<file path="src/rtl/axi4_burst_mgr_pkg.sv">
// axi4_burst_mgr_pkg: shared FSM states, AXI response codes and the 4KB burst check
package axi4_burst_mgr_pkg;

   typedef enum logic [2:0] {W_IDLE, W_ADDR, W_DATA, W_RESP, W_REJ} w_state_e;
   typedef enum logic [1:0] {R_IDLE, R_ADDR, R_DATA, R_REJ} r_state_e;

   localparam logic [1:0] RESP_OKAY   = 2'b00;
   localparam logic [1:0] RESP_EXOKAY = 2'b01;
   localparam logic [1:0] RESP_SLVERR = 2'b10;
   localparam logic [1:0] RESP_DECERR = 2'b11;
   localparam logic [1:0] BURST_INCR  = 2'b01;
   localparam int         KB4         = 4096;

   // A burst is legal when it fits the beat limit and ends at or before the next 4KB page.
   function automatic logic bnd_ok(input logic [11:0] off, input logic [7:0] len,
                                   input int bytes, input int max_len);
      int beats;
      beats = int'(len) + 1;
      return (beats <= max_len) && (int'(off) + beats * bytes <= KB4);
   endfunction

endpackage

</file>
<file path="src/rtl/axi4_burst_mgr_if.sv">
// AXI_BUS: AXI4 channel bundle with manager and subordinate views
interface AXI_BUS #(
   parameter int AXI_ADDR_WIDTH = 32,
   parameter int AXI_DATA_WIDTH = 64,
   parameter int AXI_ID_WIDTH   = 9,
   parameter int AXI_USER_WIDTH = 5
);
   logic [AXI_ID_WIDTH-1:0]     aw_id, ar_id;
   logic [AXI_ADDR_WIDTH-1:0]   aw_addr, ar_addr;
   logic [7:0]                  aw_len, ar_len;
   logic [2:0]                  aw_size, ar_size, aw_prot, ar_prot;
   logic [1:0]                  aw_burst, ar_burst;
   logic                        aw_lock, ar_lock;
   logic [3:0]                  aw_cache, ar_cache, aw_qos, ar_qos, aw_region, ar_region;
   logic [AXI_USER_WIDTH-1:0]   aw_user, ar_user, w_user;
   logic                        aw_valid, aw_ready, ar_valid, ar_ready;
   logic [AXI_DATA_WIDTH-1:0]   w_data, r_data;
   logic [AXI_DATA_WIDTH/8-1:0] w_strb;
   logic                        w_last, w_valid, w_ready;
   logic [1:0]                  b_resp, r_resp;
   logic                        b_valid, b_ready;
   logic                        r_last, r_valid, r_ready;

   modport Manager (
      output aw_id, aw_addr, aw_len, aw_size, aw_burst, aw_lock, aw_cache, aw_prot, aw_qos,
             aw_region, aw_user, aw_valid, w_data, w_strb, w_last, w_user, w_valid, b_ready,
             ar_id, ar_addr, ar_len, ar_size, ar_burst, ar_lock, ar_cache, ar_prot, ar_qos,
             ar_region, ar_user, ar_valid, r_ready,
      input  aw_ready, w_ready, b_resp, b_valid, ar_ready, r_data, r_resp, r_last, r_valid
   );

   modport Subordinate (
      input  aw_id, aw_addr, aw_len, aw_size, aw_burst, aw_lock, aw_cache, aw_prot, aw_qos,
             aw_region, aw_user, aw_valid, w_data, w_strb, w_last, w_user, w_valid, b_ready,
             ar_id, ar_addr, ar_len, ar_size, ar_burst, ar_lock, ar_cache, ar_prot, ar_qos,
             ar_region, ar_user, ar_valid, r_ready,
      output aw_ready, w_ready, b_resp, b_valid, ar_ready, r_data, r_resp, r_last, r_valid
   );
endinterface

</file>
<file path="src/rtl/axi4_4k_chk.sv">
// axi4_4k_chk: combinational burst length and 4KB page-crossing check
module axi4_4k_chk
   import axi4_burst_mgr_pkg::*;
#(
   parameter int BYTES         = 8,
   parameter int MAX_BURST_LEN = 16
) (
   input  logic [11:0] off_i,
   input  logic [7:0]  len_i,
   output logic        ok_o
);
   assign ok_o = bnd_ok(off_i, len_i, BYTES, MAX_BURST_LEN);
endmodule

</file>
<file path="src/rtl/axi4_burst_mgr.sv">
// axi4_burst_mgr: independent write and read INCR burst FSMs driving one AXI4 manager port
module axi4_burst_mgr
   import axi4_burst_mgr_pkg::*;
#(
   parameter int AXI_ADDR_WIDTH = 32,
   parameter int AXI_DATA_WIDTH = 64,
   parameter int AXI_ID_WIDTH   = 9,
   parameter int AXI_USER_WIDTH = 5,
   parameter int MAX_BURST_LEN  = 16,
   parameter int WR_ID          = 0,
   parameter int RD_ID          = 1
) (
   input  logic                      clk_i,
   input  logic                      rst_i,
   input  logic                      wr_req_i,
   input  logic [AXI_ADDR_WIDTH-1:0] wr_addr_i,
   input  logic [7:0]                wr_len_i,
   output logic                      wr_ack_o,
   input  logic [AXI_DATA_WIDTH-1:0] wr_data_i,
   input  logic                      wr_data_valid_i,
   output logic                      wr_data_ready_o,
   output logic                      wr_done_o,
   output logic [1:0]                wr_err_o,
   output logic                      wr_bnd_err_o,
   input  logic                      rd_req_i,
   input  logic [AXI_ADDR_WIDTH-1:0] rd_addr_i,
   input  logic [7:0]                rd_len_i,
   output logic                      rd_ack_o,
   output logic [AXI_DATA_WIDTH-1:0] rd_data_o,
   output logic                      rd_data_valid_o,
   output logic                      rd_data_last_o,
   input  logic                      rd_data_ready_i,
   output logic                      rd_done_o,
   output logic [1:0]                rd_err_o,
   output logic                      rd_bnd_err_o,
   AXI_BUS.Manager                   axi_mgr_if
);
   localparam int BYTES = AXI_DATA_WIDTH / 8;
   localparam logic [AXI_ADDR_WIDTH-1:0] ALIGN = ~AXI_ADDR_WIDTH'(BYTES - 1);

   w_state_e                  w_state_q;
   r_state_e                  r_state_q;
   logic [AXI_ADDR_WIDTH-1:0] w_addr_q, r_addr_q;
   logic [7:0]                w_len_q, r_len_q, w_cnt_q;
   logic                      wr_ok, rd_ok, w_hs, r_hs;
   logic                      wr_ack_q, wr_done_q, wr_bnd_q, rd_ack_q, rd_done_q, rd_bnd_q;
   logic [1:0]                wr_err_q, rd_err_q;

   axi4_4k_chk #(.BYTES(BYTES), .MAX_BURST_LEN(MAX_BURST_LEN)) u_wr_chk (
      .off_i(wr_addr_i[11:0]), .len_i(wr_len_i), .ok_o(wr_ok));
   axi4_4k_chk #(.BYTES(BYTES), .MAX_BURST_LEN(MAX_BURST_LEN)) u_rd_chk (
      .off_i(rd_addr_i[11:0]), .len_i(rd_len_i), .ok_o(rd_ok));

   assign w_hs = (w_state_q == W_DATA) && wr_data_valid_i && axi_mgr_if.w_ready;
   assign r_hs = (r_state_q == R_DATA) && axi_mgr_if.r_valid && rd_data_ready_i;

   always_ff @(posedge clk_i or posedge rst_i) begin
      if (rst_i) begin
         w_state_q <= W_IDLE;
         w_addr_q  <= '0;
         w_len_q   <= '0;
         w_cnt_q   <= '0;
         wr_ack_q  <= 1'b0;
         wr_done_q <= 1'b0;
         wr_bnd_q  <= 1'b0;
         wr_err_q  <= RESP_OKAY;
      end else begin
         wr_ack_q  <= 1'b0;
         wr_done_q <= 1'b0;
         wr_bnd_q  <= 1'b0;
         case (w_state_q)
            W_IDLE: if (wr_req_i) begin
               wr_ack_q  <= 1'b1;
               w_addr_q  <= wr_addr_i;
               w_len_q   <= wr_len_i;
               w_cnt_q   <= '0;
               wr_err_q  <= RESP_OKAY;
               w_state_q <= wr_ok ? W_ADDR : W_REJ;
            end
            W_ADDR: if (axi_mgr_if.aw_ready) w_state_q <= W_DATA;
            W_DATA: if (w_hs) begin
               w_cnt_q <= w_cnt_q + 8'd1;
               if (w_cnt_q == w_len_q) begin
                  w_cnt_q   <= '0;
                  w_state_q <= W_RESP;
               end
            end
            W_RESP: if (axi_mgr_if.b_valid) begin
               wr_err_q  <= axi_mgr_if.b_resp;
               wr_done_q <= 1'b1;
               w_state_q <= W_IDLE;
            end
            W_REJ: begin
               wr_done_q <= 1'b1;
               wr_bnd_q  <= 1'b1;
               w_state_q <= W_IDLE;
            end
            default: w_state_q <= W_IDLE;
         endcase
      end
   end

   always_ff @(posedge clk_i or posedge rst_i) begin
      if (rst_i) begin
         r_state_q <= R_IDLE;
         r_addr_q  <= '0;
         r_len_q   <= '0;
         rd_ack_q  <= 1'b0;
         rd_done_q <= 1'b0;
         rd_bnd_q  <= 1'b0;
         rd_err_q  <= RESP_OKAY;
      end else begin
         rd_ack_q  <= 1'b0;
         rd_done_q <= 1'b0;
         rd_bnd_q  <= 1'b0;
         case (r_state_q)
            R_IDLE: if (rd_req_i) begin
               rd_ack_q  <= 1'b1;
               r_addr_q  <= rd_addr_i;
               r_len_q   <= rd_len_i;
               rd_err_q  <= RESP_OKAY;
               r_state_q <= rd_ok ? R_ADDR : R_REJ;
            end
            R_ADDR: if (axi_mgr_if.ar_ready) r_state_q <= R_DATA;
            R_DATA: if (r_hs) begin
               rd_err_q <= (axi_mgr_if.r_resp > rd_err_q) ? axi_mgr_if.r_resp : rd_err_q;
               if (axi_mgr_if.r_last) begin
                  rd_done_q <= 1'b1;
                  r_state_q <= R_IDLE;
               end
            end
            R_REJ: begin
               rd_done_q <= 1'b1;
               rd_bnd_q  <= 1'b1;
               r_state_q <= R_IDLE;
            end
            default: r_state_q <= R_IDLE;
         endcase
      end
   end

   assign wr_ack_o        = wr_ack_q;
   assign wr_done_o       = wr_done_q;
   assign wr_err_o        = wr_err_q;
   assign wr_bnd_err_o    = wr_bnd_q;
   assign wr_data_ready_o = (w_state_q == W_DATA) && axi_mgr_if.w_ready;
   assign rd_ack_o        = rd_ack_q;
   assign rd_done_o       = rd_done_q;
   assign rd_err_o        = rd_err_q;
   assign rd_bnd_err_o    = rd_bnd_q;
   assign rd_data_o       = (r_state_q == R_DATA) ? axi_mgr_if.r_data : '0;
   assign rd_data_valid_o = (r_state_q == R_DATA) && axi_mgr_if.r_valid;
   assign rd_data_last_o  = (r_state_q == R_DATA) && axi_mgr_if.r_last;

   assign axi_mgr_if.aw_id     = AXI_ID_WIDTH'(WR_ID);
   assign axi_mgr_if.aw_addr   = w_addr_q & ALIGN;
   assign axi_mgr_if.aw_len    = w_len_q;
   assign axi_mgr_if.aw_size   = 3'($clog2(BYTES));
   assign axi_mgr_if.aw_burst  = BURST_INCR;
   assign axi_mgr_if.aw_lock   = 1'b0;
   assign axi_mgr_if.aw_cache  = '0;
   assign axi_mgr_if.aw_prot   = '0;
   assign axi_mgr_if.aw_qos    = '0;
   assign axi_mgr_if.aw_region = '0;
   assign axi_mgr_if.aw_user   = '0;
   assign axi_mgr_if.aw_valid  = w_state_q == W_ADDR;
   // W is only live after the AW handshake, so WVALID cannot precede AWVALID/AWREADY.
   assign axi_mgr_if.w_data    = (w_state_q == W_DATA) ? wr_data_i : '0;
   assign axi_mgr_if.w_strb    = '1;
   assign axi_mgr_if.w_last    = (w_state_q == W_DATA) && (w_cnt_q == w_len_q);
   assign axi_mgr_if.w_user    = '0;
   assign axi_mgr_if.w_valid   = (w_state_q == W_DATA) && wr_data_valid_i;
   assign axi_mgr_if.b_ready   = w_state_q == W_RESP;
   assign axi_mgr_if.ar_id     = AXI_ID_WIDTH'(RD_ID);
   assign axi_mgr_if.ar_addr   = r_addr_q & ALIGN;
   assign axi_mgr_if.ar_len    = r_len_q;
   assign axi_mgr_if.ar_size   = 3'($clog2(BYTES));
   assign axi_mgr_if.ar_burst  = BURST_INCR;
   assign axi_mgr_if.ar_lock   = 1'b0;
   assign axi_mgr_if.ar_cache  = '0;
   assign axi_mgr_if.ar_prot   = '0;
   assign axi_mgr_if.ar_qos    = '0;
   assign axi_mgr_if.ar_region = '0;
   assign axi_mgr_if.ar_user   = '0;
   assign axi_mgr_if.ar_valid  = r_state_q == R_ADDR;
   assign axi_mgr_if.r_ready   = (r_state_q == R_DATA) && rd_data_ready_i;
endmodule
</file>
<file path="src/flat_wrapper.sv">
// flat-port wrapper written by rule: the top's interface ports become plain ports
module axi4_burst_mgr_flat import axi4_burst_mgr_pkg::*;
#(
   parameter int AXI_ADDR_WIDTH = 32,
   parameter int AXI_DATA_WIDTH = 64,
   parameter int AXI_ID_WIDTH   = 9,
   parameter int AXI_USER_WIDTH = 5,
   parameter int MAX_BURST_LEN  = 16,
   parameter int WR_ID          = 0,
   parameter int RD_ID          = 1
)
  (clk_i, rst_i, wr_req_i, wr_addr_i, wr_len_i, wr_ack_o, wr_data_i, wr_data_valid_i, wr_data_ready_o, wr_done_o, wr_err_o, wr_bnd_err_o, rd_req_i, rd_addr_i, rd_len_i, rd_ack_o, rd_data_o, rd_data_valid_o, rd_data_last_o, rd_data_ready_i, rd_done_o, rd_err_o, rd_bnd_err_o, axi_mgr_if_aw_id, axi_mgr_if_aw_addr, axi_mgr_if_aw_len, axi_mgr_if_aw_size, axi_mgr_if_aw_burst, axi_mgr_if_aw_lock, axi_mgr_if_aw_cache, axi_mgr_if_aw_prot, axi_mgr_if_aw_qos, axi_mgr_if_aw_region, axi_mgr_if_aw_user, axi_mgr_if_aw_valid, axi_mgr_if_w_data, axi_mgr_if_w_strb, axi_mgr_if_w_last, axi_mgr_if_w_user, axi_mgr_if_w_valid, axi_mgr_if_b_ready, axi_mgr_if_ar_id, axi_mgr_if_ar_addr, axi_mgr_if_ar_len, axi_mgr_if_ar_size, axi_mgr_if_ar_burst, axi_mgr_if_ar_lock, axi_mgr_if_ar_cache, axi_mgr_if_ar_prot, axi_mgr_if_ar_qos, axi_mgr_if_ar_region, axi_mgr_if_ar_user, axi_mgr_if_ar_valid, axi_mgr_if_r_ready, axi_mgr_if_aw_ready, axi_mgr_if_w_ready, axi_mgr_if_b_resp, axi_mgr_if_b_valid, axi_mgr_if_ar_ready, axi_mgr_if_r_data, axi_mgr_if_r_resp, axi_mgr_if_r_last, axi_mgr_if_r_valid);
  AXI_BUS #(.AXI_ADDR_WIDTH(AXI_ADDR_WIDTH), .AXI_DATA_WIDTH(AXI_DATA_WIDTH), .AXI_ID_WIDTH(AXI_ID_WIDTH), .AXI_USER_WIDTH(AXI_USER_WIDTH)) axi_mgr_if_i ();
  input  logic clk_i;
  input  logic rst_i;
  input  logic wr_req_i;
  input  logic [AXI_ADDR_WIDTH-1:0] wr_addr_i;
  input  logic [7:0] wr_len_i;
  output logic wr_ack_o;
  input  logic [AXI_DATA_WIDTH-1:0] wr_data_i;
  input  logic wr_data_valid_i;
  output logic wr_data_ready_o;
  output logic wr_done_o;
  output logic [1:0] wr_err_o;
  output logic wr_bnd_err_o;
  input  logic rd_req_i;
  input  logic [AXI_ADDR_WIDTH-1:0] rd_addr_i;
  input  logic [7:0] rd_len_i;
  output logic rd_ack_o;
  output logic [AXI_DATA_WIDTH-1:0] rd_data_o;
  output logic rd_data_valid_o;
  output logic rd_data_last_o;
  input  logic rd_data_ready_i;
  output logic rd_done_o;
  output logic [1:0] rd_err_o;
  output logic rd_bnd_err_o;
  output wire logic [$bits(axi_mgr_if_i.aw_id)-1:0] axi_mgr_if_aw_id;
  output wire logic [$bits(axi_mgr_if_i.aw_addr)-1:0] axi_mgr_if_aw_addr;
  output wire logic [$bits(axi_mgr_if_i.aw_len)-1:0] axi_mgr_if_aw_len;
  output wire logic [$bits(axi_mgr_if_i.aw_size)-1:0] axi_mgr_if_aw_size;
  output wire logic [$bits(axi_mgr_if_i.aw_burst)-1:0] axi_mgr_if_aw_burst;
  output wire logic [$bits(axi_mgr_if_i.aw_lock)-1:0] axi_mgr_if_aw_lock;
  output wire logic [$bits(axi_mgr_if_i.aw_cache)-1:0] axi_mgr_if_aw_cache;
  output wire logic [$bits(axi_mgr_if_i.aw_prot)-1:0] axi_mgr_if_aw_prot;
  output wire logic [$bits(axi_mgr_if_i.aw_qos)-1:0] axi_mgr_if_aw_qos;
  output wire logic [$bits(axi_mgr_if_i.aw_region)-1:0] axi_mgr_if_aw_region;
  output wire logic [$bits(axi_mgr_if_i.aw_user)-1:0] axi_mgr_if_aw_user;
  output wire logic [$bits(axi_mgr_if_i.aw_valid)-1:0] axi_mgr_if_aw_valid;
  output wire logic [$bits(axi_mgr_if_i.w_data)-1:0] axi_mgr_if_w_data;
  output wire logic [$bits(axi_mgr_if_i.w_strb)-1:0] axi_mgr_if_w_strb;
  output wire logic [$bits(axi_mgr_if_i.w_last)-1:0] axi_mgr_if_w_last;
  output wire logic [$bits(axi_mgr_if_i.w_user)-1:0] axi_mgr_if_w_user;
  output wire logic [$bits(axi_mgr_if_i.w_valid)-1:0] axi_mgr_if_w_valid;
  output wire logic [$bits(axi_mgr_if_i.b_ready)-1:0] axi_mgr_if_b_ready;
  output wire logic [$bits(axi_mgr_if_i.ar_id)-1:0] axi_mgr_if_ar_id;
  output wire logic [$bits(axi_mgr_if_i.ar_addr)-1:0] axi_mgr_if_ar_addr;
  output wire logic [$bits(axi_mgr_if_i.ar_len)-1:0] axi_mgr_if_ar_len;
  output wire logic [$bits(axi_mgr_if_i.ar_size)-1:0] axi_mgr_if_ar_size;
  output wire logic [$bits(axi_mgr_if_i.ar_burst)-1:0] axi_mgr_if_ar_burst;
  output wire logic [$bits(axi_mgr_if_i.ar_lock)-1:0] axi_mgr_if_ar_lock;
  output wire logic [$bits(axi_mgr_if_i.ar_cache)-1:0] axi_mgr_if_ar_cache;
  output wire logic [$bits(axi_mgr_if_i.ar_prot)-1:0] axi_mgr_if_ar_prot;
  output wire logic [$bits(axi_mgr_if_i.ar_qos)-1:0] axi_mgr_if_ar_qos;
  output wire logic [$bits(axi_mgr_if_i.ar_region)-1:0] axi_mgr_if_ar_region;
  output wire logic [$bits(axi_mgr_if_i.ar_user)-1:0] axi_mgr_if_ar_user;
  output wire logic [$bits(axi_mgr_if_i.ar_valid)-1:0] axi_mgr_if_ar_valid;
  output wire logic [$bits(axi_mgr_if_i.r_ready)-1:0] axi_mgr_if_r_ready;
  input wire logic [$bits(axi_mgr_if_i.aw_ready)-1:0] axi_mgr_if_aw_ready;
  input wire logic [$bits(axi_mgr_if_i.w_ready)-1:0] axi_mgr_if_w_ready;
  input wire logic [$bits(axi_mgr_if_i.b_resp)-1:0] axi_mgr_if_b_resp;
  input wire logic [$bits(axi_mgr_if_i.b_valid)-1:0] axi_mgr_if_b_valid;
  input wire logic [$bits(axi_mgr_if_i.ar_ready)-1:0] axi_mgr_if_ar_ready;
  input wire logic [$bits(axi_mgr_if_i.r_data)-1:0] axi_mgr_if_r_data;
  input wire logic [$bits(axi_mgr_if_i.r_resp)-1:0] axi_mgr_if_r_resp;
  input wire logic [$bits(axi_mgr_if_i.r_last)-1:0] axi_mgr_if_r_last;
  input wire logic [$bits(axi_mgr_if_i.r_valid)-1:0] axi_mgr_if_r_valid;
  assign axi_mgr_if_aw_id = axi_mgr_if_i.aw_id;
  assign axi_mgr_if_aw_addr = axi_mgr_if_i.aw_addr;
  assign axi_mgr_if_aw_len = axi_mgr_if_i.aw_len;
  assign axi_mgr_if_aw_size = axi_mgr_if_i.aw_size;
  assign axi_mgr_if_aw_burst = axi_mgr_if_i.aw_burst;
  assign axi_mgr_if_aw_lock = axi_mgr_if_i.aw_lock;
  assign axi_mgr_if_aw_cache = axi_mgr_if_i.aw_cache;
  assign axi_mgr_if_aw_prot = axi_mgr_if_i.aw_prot;
  assign axi_mgr_if_aw_qos = axi_mgr_if_i.aw_qos;
  assign axi_mgr_if_aw_region = axi_mgr_if_i.aw_region;
  assign axi_mgr_if_aw_user = axi_mgr_if_i.aw_user;
  assign axi_mgr_if_aw_valid = axi_mgr_if_i.aw_valid;
  assign axi_mgr_if_w_data = axi_mgr_if_i.w_data;
  assign axi_mgr_if_w_strb = axi_mgr_if_i.w_strb;
  assign axi_mgr_if_w_last = axi_mgr_if_i.w_last;
  assign axi_mgr_if_w_user = axi_mgr_if_i.w_user;
  assign axi_mgr_if_w_valid = axi_mgr_if_i.w_valid;
  assign axi_mgr_if_b_ready = axi_mgr_if_i.b_ready;
  assign axi_mgr_if_ar_id = axi_mgr_if_i.ar_id;
  assign axi_mgr_if_ar_addr = axi_mgr_if_i.ar_addr;
  assign axi_mgr_if_ar_len = axi_mgr_if_i.ar_len;
  assign axi_mgr_if_ar_size = axi_mgr_if_i.ar_size;
  assign axi_mgr_if_ar_burst = axi_mgr_if_i.ar_burst;
  assign axi_mgr_if_ar_lock = axi_mgr_if_i.ar_lock;
  assign axi_mgr_if_ar_cache = axi_mgr_if_i.ar_cache;
  assign axi_mgr_if_ar_prot = axi_mgr_if_i.ar_prot;
  assign axi_mgr_if_ar_qos = axi_mgr_if_i.ar_qos;
  assign axi_mgr_if_ar_region = axi_mgr_if_i.ar_region;
  assign axi_mgr_if_ar_user = axi_mgr_if_i.ar_user;
  assign axi_mgr_if_ar_valid = axi_mgr_if_i.ar_valid;
  assign axi_mgr_if_r_ready = axi_mgr_if_i.r_ready;
  assign axi_mgr_if_i.aw_ready = axi_mgr_if_aw_ready;
  assign axi_mgr_if_i.w_ready = axi_mgr_if_w_ready;
  assign axi_mgr_if_i.b_resp = axi_mgr_if_b_resp;
  assign axi_mgr_if_i.b_valid = axi_mgr_if_b_valid;
  assign axi_mgr_if_i.ar_ready = axi_mgr_if_ar_ready;
  assign axi_mgr_if_i.r_data = axi_mgr_if_r_data;
  assign axi_mgr_if_i.r_resp = axi_mgr_if_r_resp;
  assign axi_mgr_if_i.r_last = axi_mgr_if_r_last;
  assign axi_mgr_if_i.r_valid = axi_mgr_if_r_valid;
  axi4_burst_mgr #(.AXI_ADDR_WIDTH(AXI_ADDR_WIDTH), .AXI_DATA_WIDTH(AXI_DATA_WIDTH), .AXI_ID_WIDTH(AXI_ID_WIDTH), .AXI_USER_WIDTH(AXI_USER_WIDTH), .MAX_BURST_LEN(MAX_BURST_LEN), .WR_ID(WR_ID), .RD_ID(RD_ID)) u_core (.clk_i(clk_i), .rst_i(rst_i), .wr_req_i(wr_req_i), .wr_addr_i(wr_addr_i), .wr_len_i(wr_len_i), .wr_ack_o(wr_ack_o), .wr_data_i(wr_data_i), .wr_data_valid_i(wr_data_valid_i), .wr_data_ready_o(wr_data_ready_o), .wr_done_o(wr_done_o), .wr_err_o(wr_err_o), .wr_bnd_err_o(wr_bnd_err_o), .rd_req_i(rd_req_i), .rd_addr_i(rd_addr_i), .rd_len_i(rd_len_i), .rd_ack_o(rd_ack_o), .rd_data_o(rd_data_o), .rd_data_valid_o(rd_data_valid_o), .rd_data_last_o(rd_data_last_o), .rd_data_ready_i(rd_data_ready_i), .rd_done_o(rd_done_o), .rd_err_o(rd_err_o), .rd_bnd_err_o(rd_bnd_err_o), .axi_mgr_if(axi_mgr_if_i));
endmodule
</file>
<file path="config.mk">
export PLATFORM = sky130hd
export DESIGN_NAME = axi4_burst_mgr_flat
export DESIGN_NICKNAME = d
export VERILOG_FILES = /design/src/rtl/axi4_burst_mgr_pkg.sv /design/src/rtl/axi4_burst_mgr_if.sv /design/src/rtl/axi4_4k_chk.sv /design/src/rtl/axi4_burst_mgr.sv /design/src/flat_wrapper.sv
export SDC_FILE = /design/constraint.sdc
export NUM_CORES = 1
export LEC_CHECK = 0
export CORE_AREA = 2 2 208 210
export CTS_BUF_LIST = sky130_fd_sc_hd__clkbuf_8
export DETAILED_ROUTE_END_ITERATION = 10
export DIE_AREA = 0 0 210 212
export MAX_ROUTING_LAYER = met4
export SLEW_MARGIN = 25
export SYNTH_ARGS = -nofsm -noshare
export SYNTH_HDL_FRONTEND = slang
export SYNTH_HIERARCHICAL = 1
export SYNTH_SLANG_ARGS = --single-unit
</file>
<file path="constraint.sdc">
create_clock -name clk_i -period 4 [get_ports clk_i]
set_input_delay 1 -clock clk_i [delete_from_list [all_inputs] [get_ports clk_i]]
set_output_delay 1 -clock clk_i [all_outputs]
set_load 0.05 [all_outputs]
</file>
==> results.md, run 1 <==
* Worst slack, placed at -0.104 ns
* Delay-heaviest family, CP: simple AND/OR/NAND/NOR gates
* CP Capture Type: flop
* Setup ws final at roughly 0.35 ns
* Final period util at 0.912
* Synth top area cells: dfrtp_1 36%, mux2_2 12%, buf_4 9.9%, and3_1 6.9%, and2_1 6.6%
* Slowest cell delay on critical path at 0.56 ns
* Vias in the first global route at 6329
* Max-cap violations at 0
* Tightest Pin Transition at 0.724 ns
* Met3 Use GR at 0.0307
* Routed len/inst at 14.6 microns
* GR Util met2 at 0.182
* TritonRoute pass-1 iters at 4
* Slowest cell on crit path: clkdlybuf4s50_1
* # resized after CTS at 0
* Crit-path cells: clkdlybuf4s50_1 -> ha_1 -> nand3_1 -> nor2_1 -> xor2_1 -> ha_1 -> or3_1 -> a211oi_1 -> o2111ai_1 -> nand4b_1 -> and3_1 -> a21oi_1 -> o41ai_2
* I/O pin total at 534
* Area occupied by registers at 0.00243 sq mm
* Syn. warnings at 6
* WL final at about 25000 microns
* Antenna Nets Post-Route at 0
* Global route total overflow at 0
* Routability Congestion at ~0.84
* Worst vdd ir at 0.465 mV
* Outcome: finished, final reports clean
* Cts bufs inserted at 9
* Worst setup SP type: primary input
* RSZ-0062 raised after global routing: false
* First-pass GRT wire length at 36500 microns
* Hold crit path type: reg2reg
* Fin nets at around 1400
* Total GRT Usage at 0.110
* Yosys top cell area share at 0.358
* Share of cells above drive strength 1 at 0.122
* WP data arrival at 3.96 ns
* Site row count at 76
* CP Class: in2reg
* Setup violators final at 0
* Worst skew pair latency at 0.42 ns
* Root Buffer: clkbuf_8
* CORE AREA at 0.0425 sq mm
* GR peak layer: met2
* Post-synth EDFFs at 0
* Vias per cell at 3.80
* Async set or reset register ratio after synthesis at 1.00
* Die extent in x at 210 microns
* CP max FO at 5
* Relative slew slack at 0.514
* Hold Buf Count CTS at 0
* Yosys reg bits at 97
* Crit path buf inv count at 1
* Shortest period the worst path allows at 3.65 ns
* CTS H-Tree Depth at 3
* Largest net degree at the start of global routing at 70
* Starting Density at 0.159
* Sequential area share after synthesis at 0.358
* CTS tree: yes
* Slew Limit Fails at 0
* Leak pwr at 5.10 nW
* Cells after synthesis at approximately 700
* Mean Syn Cell Area at 9.74 sq um
* Via count at 6448
* Final Hold Fails at 0
* PortBufs at 444
* Most frequent CP cell: ha_1
* Netlist cell types at 62
* Met1 Track Usage GR at 0.132
* # fillers at between 4000 and 5000
* DIE AREA at ~0.045 sq mm
* Pwr Density at about 560 mW/mm^2
* Initial antenna violation count at 0
* Post-Syn Area at ~0.0068 sq mm
* Worst EP required at 4.31 ns
* Area Growth Syn to Fin at 74.8%
* Reg2Reg Setup Slack at between 1.5 and 2 ns
* Post-detail-place hpwl at 20100 microns
* Hold Slack at 0.512 ns
* Antenna diodes at 0
* Chip height at approximately 210 microns
* Sink Count at 97
* Initial DRC Count at 267
* Ys flop type: dfrtp_1
* Yosys top cell by area: dfrtp_1
* CTS clk-pin slew, worst paths at roughly 0.1 ns
* Fmax at roughly 270 MHz
* Final Skew at approximately 0.014 ns
* Multi-input gate area at between 0.003 and 0.004 sq mm
* CTS max path bufs at 2
* # DRC at 0
* Setup bufs post-CTS at 0
## worst register-to-register path, stage by stage (launching register included)
cell     delay (ns)
dfrtp_1        0.55
nor2b_1        0.32
nand2_2        0.15
inv_1          0.08
buf_4          0.42
mux2_2         0.44
## cell usage in the layout (no fill, tap or decap), drive strengths merged, types with 4 or more instances in the layout
| cell | n |
|---|---|
| nand2 | 32 |
| a21o | 8 |
| dfrtp | 97 |
| and2 | 72 |
| mux2 | 75 |
| mux2i | 5 |
| nor3b | 4 |
| ha | 23 |
| a21oi | 18 |
| nand3 | 17 |
| clkbuf | 9 |
| nor3 | 4 |
| xnor2 | 9 |
| conb | 89 |
| o21ai | 15 |
| inv | 25 |
| clkdlybuf4s50 | 440 |
| nor2 | 15 |
| nor4 | 4 |
| nor2b | 4 |
| buf | 34 |
| o2111ai | 4 |
| and3 | 76 |
| xor2 | 15 |
| nand4 | 4 |
## cell usage after synthesis (all sizes together), types with 17 or more instances
cell type and number:
a21oi 18, and2 72, and3 76, buf 100
clkbuf 21, dfrtp 97, ha 23, inv 22
mux2 75, nand2 32, nand3 17
## final cells by class
type,count,share of cell area
clock buffer,9,0.0105
clock inverter,6,0.00433
inverter,22,0.00718
multi-input combinational,543,0.319
sequential,97,0.205
tap,546,0.0577
timing repair buffer,474,0.396
## power breakdown
group	internal (mW)	switching (mW)
sequential	1.29	0.194
clock	0.232	0.414
combinational	1.59	2.92
total	3.11	3.53
## final timing paths
kind	cells after the start	to	from
min in group asynchronous	2	u_core/r_addr_q[13]	rst_i
hold / removal	2	u_core/wr_err_o[0]	u_core/wr_err_o[0]
max in group asynchronous	3	u_core/axi_mgr_if.aw_len[4]	rst_i
hold reg to reg	2	u_core/wr_err_o[0]	u_core/wr_err_o[0]
setup / recovery	13	u_core/w_state_q[0]	wr_len_i[0]
setup reg to reg	5	u_core/w_addr_q[24]	u_core/w_state_q[1]
## registers in the layout, indices dropped and copies added, names as in the netlist, 2 cells and up
signal	flops
u_core/axi_mgr_if.ar_len	8
u_core/axi_mgr_if.aw_len	8
u_core/r_addr_q	29
u_core/r_state_q	2
u_core/rd_err_o	2
u_core/w_addr_q	29
u_core/w_cnt_q	8
u_core/w_state_q	3
u_core/wr_err_o	2
## per-layer routing
layer	wire (microns)	part of all wire
met1	10600	0.43
met2	12200	0.49
met3	1670	0.067
met4	285	0.012
met5	0	0
## stage by stage
| stage | util | power, mW | area, sq um | std cells | setup TNS [ns] |
|---|---|---|---|---|---|
| 2_1_floorplan | - | 4.50 | 7100 | 783 | 0 |
| 6_report | 0.279 | 6.64 | 11800 | 1697 | 0 |
| 3_5_place_dp | 0.275 | 6.04 | 11700 | 1682 | -0.114 |
| 5_1_grt | 0.279 | 6.96 | 11800 | 1697 | 0 |
| 3_3_place_gp | 0.275 | 6.00 | 11700 | 1682 | 0 |
| 4_1_cts | 0.279 | 6.73 | 11800 | 1697 | 0 |
## kinds of logic (layout without fill, tap and decap cells)
logic type,count (synthesis),after routing,share of synthesized area
adders and majority gates,25,25,0.0484
DFF,97,97,0.358
other,2,89,0.00111
buffers and inverters,143,511,0.133
AOI/OAI and AO/OA,71,71,0.0709
muxes,80,80,0.132
and+or+nand+nor,254,254,0.225
xor gates and xnor gates,24,24,0.0310
Note: power is estimated with default switching activity, not from simulation.
==> run 2, diff against run 1 <==
--- a/config.mk
+++ b/config.mk
@@ -10,6 +10,7 @@
 export DETAILED_ROUTE_END_ITERATION = 10
 export DIE_AREA = 0 0 210 212
 export MAX_ROUTING_LAYER = met4
+export PLACE_DENSITY = 0.41
 export SLEW_MARGIN = 25
 export SYNTH_ARGS = -nofsm -noshare
 export SYNTH_HDL_FRONTEND = slang
==> run 2 against run 1 <==
- die area unchanged
- design area increased by 0.98%
- routed wire length increased by 8.9%
- clock-buffer cell count unchanged
- register-to-register slack got worse by 0.16 ns
- worst hold slack improved by 0.0038 ns
- cell count increased by 0.47%
- critical path depth decreased by 9
- flip-flop and latch count unchanged
- combinational power increased by 0.9%
- clock skew decreased by 0.0053 ns
- clock power increased by 26%
- largest power group unchanged
==> results.md, run 2 (synthesis results as in run 1) <==
* Area occupied by registers at 0.00243 sq mm (unchanged)
* Hold crit path type: reg2reg (unchanged)
* Tightest Pin Transition at 0.753 ns (was 0.724 ns)
* Hold Slack at 0.516 ns (was 0.512 ns)
* Share of cells above drive strength 1 at 0.128 (was 0.122)
* Starting Density at 0.159 (unchanged)
* Fmax at 267 MHz (was 274 MHz)
* Post-detail-place hpwl at 21300 microns (was 20100 microns)
* Pwr Density at 572 mW/mm^2 (was 561 mW/mm^2)
* Slowest cell on crit path: clkdlybuf4s50_1 (unchanged)
* CTS H-Tree Depth at 3 (unchanged)
* CORE AREA at 0.0425 sq mm (unchanged)
* Largest net degree at the start of global routing at 70 (unchanged)
* Setup bufs post-CTS at 0 (unchanged)
* WP data arrival at 2.75 ns (was 3.96 ns)
* Regs by FF count: u_core/r_addr_q (29), u_core/w_addr_q (29) (unchanged)
* Most common cell after layout, fill and taps aside: clkdlybuf4s50_1 (unchanged)
* Global route total overflow at 0 (unchanged)
* Commonest cells after routing, fill and taps aside: 441 x clkdlybuf4s50_1, 97 x dfrtp_1, 89 x conb_1, 75 x mux2_2, 75 x and3_1 (was 440 x clkdlybuf4s50_1, 97 x dfrtp_1, 89 x conb_1, 75 x mux2_2, 75 x and3_1)
* Total GRT Usage at 0.119 (was 0.110)
* CTS max path bufs at 2 (unchanged)
* RSZ-0062 raised after global routing: false (unchanged)
* Vias per cell at 3.77 (was 3.80)
* Site row count at 76 (unchanged)
* Crit-path cells: nor2_4 -> buf_4 -> and3_1 -> clkdlybuf4s50_1 (was clkdlybuf4s50_1 -> ha_1 -> nand3_1 -> nor2_1 -> xor2_1 -> ha_1 -> or3_1 -> a211oi_1 -> o2111ai_1 -> nand4b_1 -> and3_1 -> a21oi_1 -> o41ai_2)
* Routed len/inst at 15.8 microns (was 14.6 microns)
* TritonRoute pass-1 iters at 4 (unchanged)
* Worst skew pair latency at 0.42 ns (about the same)
* Shortest period the worst path allows at 3.75 ns (was 3.65 ns)
* PortBufs at 444 (unchanged)
* WL final at 26900 microns (was 24700 microns)
* Multi-input gate area at 0.00378 sq mm (unchanged)
* CP max FO at 29 (was 5)
* Hold Buf Count CTS at 0 (unchanged)
* Slew Limit Fails at 0 (unchanged)
* Outcome: finished, final reports clean (unchanged)
* Placed cells at 1689 (was 1682)
* Setup violators final at 0 (unchanged)
* Antenna Nets Post-Route at 0 (unchanged)
* First-pass GRT wire length at 39400 microns (was 36500 microns)
* Initial antenna violation count at 0 (unchanged)
* Worst vdd ir at 0.368 mV (was 0.465 mV)
* Chip height at 212 microns (unchanged)
* Final Skew at 0.00885 ns (was 0.0141 ns)
* DIE AREA at 0.0445 sq mm (unchanged)
* Worst setup SP type: flop (was primary input)
* Total design power at 6.84 mW (was 6.64 mW)
* Antenna diodes at 0 (unchanged)
* Post-route insts no fill at 1705 (was 1697)
* Max-cap violations at 0 (unchanged)
* Relative slew slack at 0.494 (was 0.514)
* Final Hold Fails at 0 (unchanged)
* # fillers at 4530 (was 4480)
* Routability Congestion at 0.866 (was 0.837)
* Leak pwr at 5.16 nW (was 5.10 nW)
* CTS tree: yes (unchanged)
* Cts bufs inserted at 9 (unchanged)
* Die extent in x at 210 microns (unchanged)
* # DRC at 0 (unchanged)
* Sink Count at 97 (unchanged)
* CP Capture Type: output port (was flop)
* Fin nets at 1403 (was 1396)
* Vias in the first global route at 6406 (was 6329)
* Worst EP required at 3.00 ns (was 4.31 ns)
* Via count at 6434 (was 6448)
* # resized after CTS at 0 (unchanged)
* Area Growth Syn to Fin at 76.5% (was 74.8%)
* I/O pin total at 534 (unchanged)
* Root Buffer: clkbuf_8 (unchanged)
* Initial DRC Count at 192 (was 267)
* Final period util at 0.937 (was 0.912)
* CTS clk-pin slew, worst paths at 0.12 ns (was 0.10 ns)
* CP Class: reg2out (was in2reg)
* Slowest cell delay on critical path at 0.83 ns (was 0.56 ns)
-- run 2: cell types whose count changed in the layout (fill, tap and decap cells not counted) --
| cell | previous run | this run |
|---|---|---|
| buf_4 | 31 | 37 |
| bufinv_16 | 0 | 2 |
| clkdlybuf4s50_1 | 440 | 441 |
| clkinv_4 | 2 | 1 |
| clkinv_8 | 0 | 1 |
| inv_1 | 21 | 20 |
| inv_2 | 0 | 1 |
| inv_6 | 3 | 1 |
| inv_8 | 0 | 1 |
-- run 2: final timing paths --
path | end | depth (start not counted) | slack [ns] | startpoint
max | axi_mgr_if_w_data[23] | 4 | 0.25 | u_core/w_state_q[0]
min | u_core/w_addr_q[6] | 1 | 0.52 | u_core/w_addr_q[6]
max reg2reg | u_core/axi_mgr_if.aw_len[0] | 5 | 1.78 | u_core/w_state_q[0]
min reg2reg | u_core/w_addr_q[6] | 1 | 0.52 | u_core/w_addr_q[6]
max in group asynchronous | u_core/r_addr_q[17] | 3 | 2.24 | rst_i
min in group asynchronous | u_core/w_addr_q[18] | 2 | 1.00 | rst_i
-- run 2: layer usage --
metal / share of wire / wire length, microns / up-vias / track usage
li1: - / - / 3146 / -
met1: 0.45 / 12100 / 3048 / 0.152
met2: 0.47 / 12800 / 224 / 0.187
met3: 0.064 / 1730 / 16 / 0.0329
met4: 0.013 / 355 / 0 / 0.0308
met5: 0 / 0 / - / -
-- run 2: power by group --
group | switching [mW] | total, mW | internal [mW]
combinational | 2.95 | 4.55 | 1.60
sequential | 0.187 | 1.48 | 1.29
clock | 0.449 | 0.814 | 0.365
-- run 2: stage by stage --
stage / TNS (ns) / utilization / setup WS, ns / instance area, sq um
floorplan: 0 / - / 0.466 / 7100
global placement: 0 / 0.276 / 0.0226 / 11700
detailed placement: -0.0820 / 0.276 / -0.0412 / 11700
CTS: 0 / 0.281 / 0.186 / 12000
global route: 0 / 0.281 / 0.0767 / 12000
finish: 0 / 0.281 / 0.251 / 12000
-- run 2: critical path, delay by kind of cell (launching register included) --
| family | cells | cell delay [ns] |
|---|---|---|
| buffers and inverters | 2 | 1.18 |
| AND/OR/NAND/NOR | 2 | 0.65 |
| flip-flops | 1 | 0.48 |
-- run 2: cell type report --
cell class	count	share of cell area
clock buffer	9	0.0104
clock inverter	7	0.00941
inverter	22	0.00711
multi-input combinational	543	0.316
sequential	97	0.203
tap	546	0.0571
timing repair buffer	481	0.397
